**src/rtl/enc_pkg.sv**
```systemverilog
// Shared types and helpers for the 4-line pending encoder.
// Contents:
//   N_LINES / IDX_W : number of request lines and width of an encoded index.
//   idx_t           : encoded line index (0..3).
//   line_vec_t      : one bit per request line.
//   onehot()        : index -> one-hot line vector (00->0001 ... 11->1000).
package enc_pkg;

  localparam int N_LINES = 4;
  localparam int IDX_W   = 2;

  typedef logic [IDX_W-1:0]   idx_t;
  typedef logic [N_LINES-1:0] line_vec_t;

  function automatic line_vec_t onehot(input idx_t idx);
    onehot = line_vec_t'(1) << idx;
  endfunction

endpackage

```
**src/rtl/prio_pick_4.sv**
```systemverilog
// Combinational circular priority picker over 4 lines.
// Ports:
//   vec   in  4  candidate lines
//   start in  2  first position to scan; scanning continues start+1, ... with wrap
//   sel   out 2  first set position found (0 when vec is empty; callers must check any)
//   any   out 1  vec has at least one bit set
module prio_pick_4
  import enc_pkg::*;
(
  input  line_vec_t vec,
  input  idx_t      start,
  output idx_t      sel,
  output logic      any
);

  idx_t cand;
  logic found;

  always_comb begin
    sel   = '0;
    cand  = '0;
    found = 1'b0;
    any   = |vec;
    for (int k = 0; k < N_LINES; k++) begin
      // idx_t addition wraps naturally modulo 4.
      cand = start + idx_t'(k);
      if (!found && vec[cand]) begin
        sel   = cand;
        found = 1'b1;
      end
    end
  end

endmodule

```
**src/rtl/pending_encoder_4x2.sv**
```systemverilog
// Collects request pulses on 4 lines into a pending register and streams
// them out as 2-bit indices over a valid/ready handshake.
// Parameter:
//   RR_EN  0 = fixed priority (line 0 highest), 1 = round-robin starting after
//          the last granted index.
// Ports:
//   clk          in   1  system clock, rising edge
//   rst_n        in   1  asynchronous active-low reset
//   req          in   4  request pulses, one request per high bit per cycle
//   out_ready    in   1  consumer accepts out_idx when high with out_valid
//   clr_overrun  in   1  synchronous clear of the overrun flags
//   out_valid    out  1  out_idx holds a valid index
//   out_idx      out  2  encoded index (0..3 = req bit 0..3)
//   overrun      out  4  sticky: a request arrived while its line was still pending
//   busy         out  1  requests pending or output valid
module pending_encoder_4x2
  import enc_pkg::*;
#(
  parameter bit RR_EN = 1'b0
)
(
  input  logic       clk,
  input  logic       rst_n,
  input  logic [3:0] req,
  input  logic       out_ready,
  input  logic       clr_overrun,
  output logic       out_valid,
  output logic [1:0] out_idx,
  output logic [3:0] overrun,
  output logic       busy
);

  line_vec_t pending_q, pending_d;
  line_vec_t overrun_q, overrun_d;
  line_vec_t clear_mask;
  logic      out_valid_q, out_valid_d;
  idx_t      out_idx_q, out_idx_d;
  idx_t      rr_ptr_q, rr_ptr_d;

  logic      load;
  logic      grant;
  idx_t      pick_start;
  idx_t      pick_sel;
  logic      pick_any;

  assign pick_start = RR_EN ? rr_ptr_q : idx_t'(0);

  prio_pick_4 u_pick (
    .vec   (pending_q),
    .start (pick_start),
    .sel   (pick_sel),
    .any   (pick_any)
  );

  // Single output stage without skid buffer: it can be refilled in the same
  // cycle the consumer takes the current index.
  assign load  = !out_valid_q || out_ready;
  assign grant = load && pick_any;

  always_comb begin
    out_valid_d = out_valid_q;
    out_idx_d   = out_idx_q;
    rr_ptr_d    = rr_ptr_q;
    clear_mask  = '0;

    if (load) begin
      if (pick_any) begin
        out_valid_d = 1'b1;
        out_idx_d   = pick_sel;
        clear_mask  = onehot(pick_sel);
        if (RR_EN) begin
          rr_ptr_d = pick_sel + idx_t'(1);
        end
      end else begin
        // Index is left at its last value; only valid drops.
        out_valid_d = 1'b0;
      end
    end

    // A request on the line being moved to the output re-pends it.
    pending_d = (pending_q & ~clear_mask) | req;

    // Set beats clear, so an overrun in the clearing cycle is not lost.
    overrun_d = (clr_overrun ? line_vec_t'(0) : overrun_q)
              | (req & pending_q & ~clear_mask);
  end

  always_ff @(posedge clk or negedge rst_n) begin
    if (!rst_n) begin
      pending_q   <= '0;
      overrun_q   <= '0;
      out_valid_q <= 1'b0;
      out_idx_q   <= '0;
      rr_ptr_q    <= '0;
    end else begin
      pending_q   <= pending_d;
      overrun_q   <= overrun_d;
      out_valid_q <= out_valid_d;
      out_idx_q   <= out_idx_d;
      rr_ptr_q    <= rr_ptr_d;
    end
  end

  assign out_valid = out_valid_q;
  assign out_idx   = out_idx_q;
  assign overrun   = overrun_q;
  assign busy      = (pending_q != '0) || out_valid_q;

endmodule

```
**config.mk**
```make
export PLATFORM = sky130hd
export DESIGN_NAME = pending_encoder_4x2
export DESIGN_NICKNAME = d
export VERILOG_FILES = /design/src/rtl/enc_pkg.sv /design/src/rtl/prio_pick_4.sv /design/src/rtl/pending_encoder_4x2.sv
export SDC_FILE = /design/constraint.sdc
export NUM_CORES = 1
export LEC_CHECK = 0
export CAP_MARGIN = 20
export CORE_UTILIZATION = 25
export DETAILED_ROUTE_END_ITERATION = 8
export MAX_ROUTING_LAYER = met4
export SETUP_SLACK_MARGIN = 0.05
export SYNTH_ARGS = -nofsm -noshare
export SYNTH_HDL_FRONTEND = slang
export SYNTH_HIERARCHICAL = 1
export SYNTH_SLANG_ARGS = --single-unit
```
**constraint.sdc**
```tcl
create_clock -name clk -period 4.2 [get_ports clk]
set_clock_uncertainty 0.05 [all_clocks]
set_input_delay 0.42 -clock clk [delete_from_list [all_inputs] [get_ports clk]]
set_output_delay 0.42 -clock clk [all_outputs]
set_load 0.05 [all_outputs]
```
Word-level counts from Yosys, hierarchy flattened
Index checks and enable logic that the tools add are counted.
W data, S select, Z words.
{ "totals": {"regBits": 11, "inputBits": 8, "out_inout_bits": 8, "wordCells": 33} }
{ "op_classes": {"shift": 1, "muxes": 10, "n_bitwise": 6, "n_reduce_logical": 12} }
{ "ops": {"columns": ["operator", "n"], "rows": [
  ["$and A4 B4 Y4", 3],
  ["$mux W4", 3],
  ["$or A4 B4 Y4", 2],
  ["$mux W1", 5],
  ["$logic_not A1 Y1", 4],
  ["$mux W2", 2],
  ["$not A4 Y4", 1],
  ["$reduce_bool A4 Y1", 1],
  ["$reduce_or A4 Y1", 1],
  ["$shl A1 B2 Y4 const A", 1],
  ["$logic_and A1 B1 Y1", 3],
  ["$logic_or A1 B1 Y1", 2],
  ["$reduce_and A2 Y1", 1]
]} }

Longest topological paths before layout
Gate-level depths: netlist of run 1.
{ "logic_depth": {"word_depth": 16, "mapped_depth": 6, "mapped_depth_nobuf": 6} }

Hierarchy
Netlist of run 1, hierarchy kept.
{ "modules_own_cells": {"columns": ["mod", "n_inst", "cells_each", "area_per_inst_um2", "seq_area_each_um2"], "rows": [
  ["pending_encoder_4x2", 1, 45, 478.0, 275.3],
  ["prio_pick_4", 1, 15, 77.6, 0.0]
]} }

Worst setup path after synthesis of run 1
No wires, ideal clock.
{ "synth_path": {"kind": "flip-flop to output port", "start": "register out_valid_q (netlist: out_valid)", "end": "output busy", "arrival_ns": 1.110, "required_time_ns": 3.730, "slack_ns": 2.620, "stages_incl_launch_ff": 3, "path_buffers": 0, "path_cell_list": "dfrtp_1 -> nor4_1 -> nand2_1"} }
{ "synth_via": {"elab_chain_len": 1} }
{ "synth_rtl": {"columns": ["element", "line_no", "text"], "rows": [
  ["from (decl)", "pending_encoder_4x2.sv:36", "logic out_valid_q, out_valid_d;"],
  ["from (signal assigned)", "pending_encoder_4x2.sv:98", "out_valid_q <= out_valid_d;"],
  ["$logic_or A1 B1 Y1", "pending_encoder_4x2.sv:107", "assign busy = (pending_q != '0) || out_valid_q;"],
  ["to (decl)", "pending_encoder_4x2.sv:30", "output logic busy"]
]} }
Every way passes these cells.

Worst setup path after layout of run 1
{ "layout_path": {"start": "register pending_q[1]", "end": "output busy"} }
{ "layout_via": {"elab_chain_len": 2} }
{ "layout_rtl": {"columns": ["element", "line_no", "text"], "rows": [
  ["from (decl)", "pending_encoder_4x2.sv:33", "line_vec_t pending_q, pending_d;"],
  ["from (signal assigned)", "pending_encoder_4x2.sv:96", "pending_q <= pending_d;"],
  ["$reduce_bool A4 Y1", "pending_encoder_4x2.sv:107", null],
  ["$logic_or A1 B1 Y1", "pending_encoder_4x2.sv:107", null]
]} }
Every way passes these cells.

==> reports/results.txt, run 1 <==
Status - finished clean
Min cycle time layout - 2.25 ns
Hold Slack - 0.423 ns
Floorplan row count - 16
Worst setup EP type - primary output
Overall routing resource usage - 13.0%
FILL cells - 211
#FFs+latches synth - 11
Fraction of layout cells with a size suffix above 1 - 10.6%
Max Slew Vio Count - 0
CP Buf/Inv Count - 1
First-pass GRT wire length - 2210 µm
NumNets Final - 94
Crit path max-delay family - buffers and inverters
CTS root buffer - clkbuf_4
Worst vdd ir - 175 µV
Post-route cell area - 788 µm²
IO buf count - 15
DRT iter0 DRCs - 3
Post-Syn Instances - 60
Total power - 291 µW
Most common cell in the netlist - inv_1
Netlist cell types - 25
Max Cap Viol - 0
Post-Synthesis Cell Area - 556 µm²
F_max - 444 MHz
Final HPWL DP - 899 µm
Cell Area, Placed - 762 µm²
Fin crit share - 53.6%
Routability cong. - 0.839
Synth-to-layout area growth - 41.9%
Ys async rst share - 100%
Final Setup Violations - 0
WL per Instance - 10.6 µm
Setup Fix Bufs, Post-CTS - 0
Crit path max fanout - 6
Detail Route Antenna Nets - 0
Initial antenna violation count - 0
Main synth FF type - dfrtp_1
Largest net degree at the start of global routing - 12
GRT met1 Usage - 16.2%
Die Wd - 49.1 µm
Core area - 2020 µm²
Fin. Hold Viols - 0
Clock Sinks - 11
Post-synth top area share - 49.5%
Startpoint Class - flip-flop
RSZ-0062 raised after global routing - false
WL final - 1190 µm
Net Sw Frac - 35.7%
Antenna Cells - 0
Die Ht - 49.1 µm
Slowest CP cell - clkdlybuf4s50_1
Required time at the worst-slack endpoint - 3.73 ns
Post-synthesis sequential area ratio - 49.5%
Yosys warnings - 6
Mean post-synth cell area - 9.26 µm²
Total Neg Setup Slack - 0 ns
DRC Markers - 0
Post-CTS sizing - 0
Vias in the first global route - 478
Combinational Power Share - 30.0%
Pwr per Cell Area - 370 nW/µm²
P_int - 187 µW
CTS Hold Bufs - 0
Slew @ Worst Pin - 0.509 ns
Tightest Hold Check Type - input port to asynchronous set/reset pin
Leak - 0.394 nW
Max clock buf depth - 2
WP data arrival - 1.78 ns
CTS buffer count - 3
Reg power frac - 43.0%
Clk_lat worst skew - 0.28 ns
Top cells by count, synth - 12 x inv_1, 11 x dfrtp_1, 5 x a21oi_1, 5 x nand2_1, 4 x nor2_1
Slew Limit Headroom - 66.0%
Largest area contributor in the netlist - dfrtp_1
Via count - 487
Clock transition at the registers of the reported paths - 0.08 ns
Clock network fraction of total power - 26.9%
Sw Pwr - 104 µW
H-tree level count - 1
Routed vias/inst - 4.35
Crit Path Category - flip-flop to primary output
TritonRoute pass-1 iters - 4
Global routing usage on met2 - 17.8%
Worst-path cell chain - nor4_1, nand2_1, clkdlybuf4s50_1
GR Util met3 - 4.98%
Top cells by area, synth - dfrtp_1 50%, inv_1 8.1%, a21oi_1 4.5%, nand2_1 3.4%, o22ai_1 3.4%
GR Overflow Total - 0
CTS tree - yes
Initial Util - 27.5%
Post-synth EDFFs - 0
DIE AREA - 2410 µm²
Ports - 16
Slowest stage delay, CP - 0.70 ns
Busiest layer in global routing - met2
==> cell families (layout without fill, tap and decap cells) <==
group	count (synthesis)	after routing	synth area share, %
flip-flops	11	11	49.5
other	1	7	0.675
multiplexers	1	1	2.70
buffers and inverters	13	32	8.78
AO/OA/AOI/OAI	17	17	20.9
AND/OR/NAND/NOR	17	17	17.3
==> cells in the final DEF, fill, tap and decap left out <==
| cell type | n |
|---|---|
| nand2b_4 | 1 |
| mux2_4 | 1 |
| o21bai_1 | 1 |
| nand3_1 | 1 |
| o21ai_0 | 1 |
| o31ai_1 | 1 |
| o31ai_2 | 1 |
| conb_1 | 7 |
| o311ai_1 | 1 |
| nand2b_1 | 2 |
| inv_2 | 1 |
| o21ai_1 | 1 |
| nor3_1 | 1 |
| clkbuf_4 | 3 |
| nor4_1 | 1 |
| a21oi_1 | 5 |
| inv_1 | 12 |
| nor2b_4 | 1 |
| clkdlybuf4s50_1 | 15 |
| nor2_1 | 4 |
| nand2_1 | 5 |
| or2_2 | 1 |
| a21o_1 | 1 |
| dfrtp_1 | 11 |
| a221o_1 | 1 |
| clkbuf_1 | 1 |
| o22ai_1 | 3 |
| o221ai_1 | 1 |
==> flip-flops by register name (all words and copies together) (netlist names) <==
| signal | cells |
|---|---|
| out_idx | 2 |
| out_valid | 1 |
| overrun | 4 |
| pending_q | 4 |
==> power by group through the flow <==
stage | Combinational [mW] | Clock [mW] | Sequential [mW]
CTS | 0.0886 | 0.0786 | 0.125
finish | 0.0876 | 0.0785 | 0.125
global placement | 0.0878 | 0 | 0.127
floorplan | 0.0278 | 0 | 0.155
detailed placement | 0.0875 | 0 | 0.127
global route | 0.0950 | 0.0870 | 0.127
==> area by class of cell <==
type	count	area [µm²]	area share (%)
inverters	13	48.8	6.19
clock buffers	4	26.3	3.33
flip-flops and latches	11	275	34.9
well taps	27	33.8	4.29
repair buffers	15	150	19.0
multi-input cells	42	254	32.2
==> path summary, 6_finish.rpt <==
path / slack (ns) / start / depth (start not counted) / endpoint
setup / recovery: 1.95 / pending_q[1]$_DFF_PN0_ / 3 / busy
hold / removal: 0.42 / rst_n / 1 / pending_q[2]$_DFF_PN0_
setup reg to reg: 2.47 / pending_q[1]$_DFF_PN0_ / 6 / overrun[1]$_DFF_PN0_
hold reg to reg: 0.44 / out_idx[0]$_DFFE_PN0P_ / 1 / out_idx[0]$_DFFE_PN0P_
max in group asynchronous: 3.34 / rst_n / 1 / out_idx[0]$_DFFE_PN0P_
min in group clk: 0.44 / out_idx[0]$_DFFE_PN0P_ / 1 / out_idx[0]$_DFFE_PN0P_
==> stage by stage <==
step                      utilization, %  worst slack [ns]  cells
after floorplan                        -              2.62     66
after global placement              37.7              2.25    108
after detailed placement            37.7              2.26    108
after CTS                           39.0              1.95    112
after global routing                39.0              1.84    112
final                               39.0              1.95    112
==> worst register-to-register path: stages, from the launching register on <==
cell and delay, ns:
dfrtp_1 0.44, inv_1 0.08, a221o_1 0.35, a21oi_1 0.17, nand2_1 0.12, o311ai_1 0.27, o21ai_1 0.11
==> layer usage <==
metal,wire length (µm),up-vias
met5,0,-
met4,21,0
met1,579,226
met3,56,4
li1,-,245
met2,533,12
Note: power is estimated with default switching activity, not from simulation.
==> run 2, diff against run 1 <==
clock period = 1.8 ns   (was 4.2 ns; I/O delays follow)
==> run 2 against run 1 <==
- sequential share of layout area is 0.76 points lower
- via count is 0.21% lower
- combinational power is 150% higher
- sequential cell count stayed put
- first-iteration DRC count stayed put
- highest routed layer unchanged
- critical path depth is 2 lower
- worst hold slack worse by 0.21 ns
- power is 130% higher
- wire length is 7.6% higher
- die area stayed put
==> reports/results.txt, run 2 (synthesis gave the netlist of run 1 again) <==
Most frequent cells in the layout - 14 x clkdlybuf4s50_1, 12 x inv_1, 11 x dfrtp_1
CTS Hold Bufs - 0
DRT iter0 DRCs - 3
Fraction of layout cells with a size suffix above 1 - 14.0%
Via count - 486
Worst path depth - 1
Startpoint Class - flip-flop
Crit path max fanout - 3
Worst-path cell chain - clkdlybuf4s50_1
Slew Limit Headroom - 64.5%
Clock Sinks - 11
CP Buf/Inv Count - 1
CTS buffer count - 3
Final worst slack - 0.121 ns
DIE AREA - 2410 µm²
CTS tree - yes
Die Ht - 49.1 µm
Worst vdd ir - 424 µV
TritonRoute pass-1 iters - 4
Most common cell after layout, fill and taps aside - clkdlybuf4s50_1
Vias in the first global route - 496
Leak - 0.399 nW
FF-to-FF path depth - 5
GR Overflow Total - 0
RSZ-0062 raised after global routing - true
Clk_lat worst skew - 0.27 ns
Ports - 16
Antenna Cells - 0
Total Neg Setup Slack - 0 ns
Worst setup EP type - primary output
CTS root buffer - clkbuf_4
Flop-to-flop setup slack - 0.15 ns
WL per Instance - 11.3 µm
Tightest Hold Check Type - input port to asynchronous set/reset pin
Min cycle time layout - 1.68 ns
Non-filler cells, final - 113
Die Wd - 49.1 µm
Pwr per Cell Area - 840 nW/µm²
Floorplan row count - 16
First-pass GRT wire length - 2080 µm
Pre-CTS setup slack - 0.165 ns
Detail Route Antenna Nets - 0
H-tree level count - 1
Synth-to-layout area growth - 45.0%
Status - finished clean
Crit Path Category - flip-flop to primary output
NumNets Final - 95
Max clock buf depth - 2
Max Slew Vio Count - 0
Final HPWL DP - 925 µm
Slowest stage delay, CP - 0.81 ns
Largest net degree at the start of global routing - 12
Max Cap Viol - 0
IO buf count - 15
Fin crit share - 93.3%
Placed Cells - 109
Routed vias/inst - 4.30
Total power - 677 µW
WL final - 1280 µm
WP data arrival - 1.45 ns
Crit path max-delay family - buffers and inverters
Fin. Hold Viols - 0
Final Setup Violations - 0
DRC Markers - 0
F_max - 596 MHz
Routability cong. - 0.751
Finished Core Util - 39.9%
Required time at the worst-slack endpoint - 1.57 ns
Setup Fix Bufs, Post-CTS - 0
Clock transition at the registers of the reported paths - 0.07 ns
Core area - 2020 µm²
Initial antenna violation count - 0
Slew @ Worst Pin - 0.530 ns
Post-CTS sizing - 0
Overall routing resource usage - 11.8%
Slowest CP cell - clkdlybuf4s50_1
Initial Util - 27.5%
## run 2: area by class of cell
class	count	area, µm²
clock buffers	4	26.3
fillers	200	1220
inverters	13	48.8
multi-input cells	42	267
flip-flops and latches	11	275
well taps	27	33.8
repair buffers	16	155
## run 2: per-stage QoR
stage	area, µm²	hold slack, ns
finish	806	0.209
global route	806	0.235
CTS	793	0.215
detailed placement	767	0.420
global placement	767	0.420
floorplan	578	-0.166
## run 2: worst register-to-register path, delay by kind of cell (launching register included)
| kind | cells | cell delay (ns) |
|---|---|---|
| AO/OA/AOI/OAI | 4 | 0.89 |
| flip-flops | 1 | 0.43 |
| AND/OR/NAND/NOR | 1 | 0.15 |
## run 2: power breakdown
group          total, mW  switching, mW  internal, mW  leakage (nW)
Combinational      0.216          0.133        0.0831         0.268
Sequential         0.291         0.0187         0.273         0.116
Clock              0.169         0.0838        0.0856        0.0150
Total              0.677          0.236         0.441         0.399
## run 2: worst paths after layout
path | startpoint | endpoint
hold / removal | rst_n | out_valid$_DFFE_PN0P_
max in group asynchronous | rst_n | out_idx[1]$_DFFE_PN0P_
setup reg to reg | pending_q[2]$_DFF_PN0_ | overrun[1]$_DFF_PN0_
setup / recovery | out_valid$_DFFE_PN0P_ | out_valid
min in group clk | req[3] | pending_q[3]$_DFF_PN0_
hold reg to reg | out_idx[0]$_DFFE_PN0P_ | out_idx[0]$_DFFE_PN0P_
## run 2: layer usage
metal	GRT usage, %	up-vias	routed length, µm
li1	-	245	-
met1	14.6	223	618
met2	17.6	16	591
met3	2.18	2	56
met4	7.35	0	13
met5	-	-	0
==> run 3, diff against run 2 <==
SLEW_MARGIN = 15   (was unset)
==> results of run 3 <==
The final DEF is identical to that of run 2; final timing and power are the same.
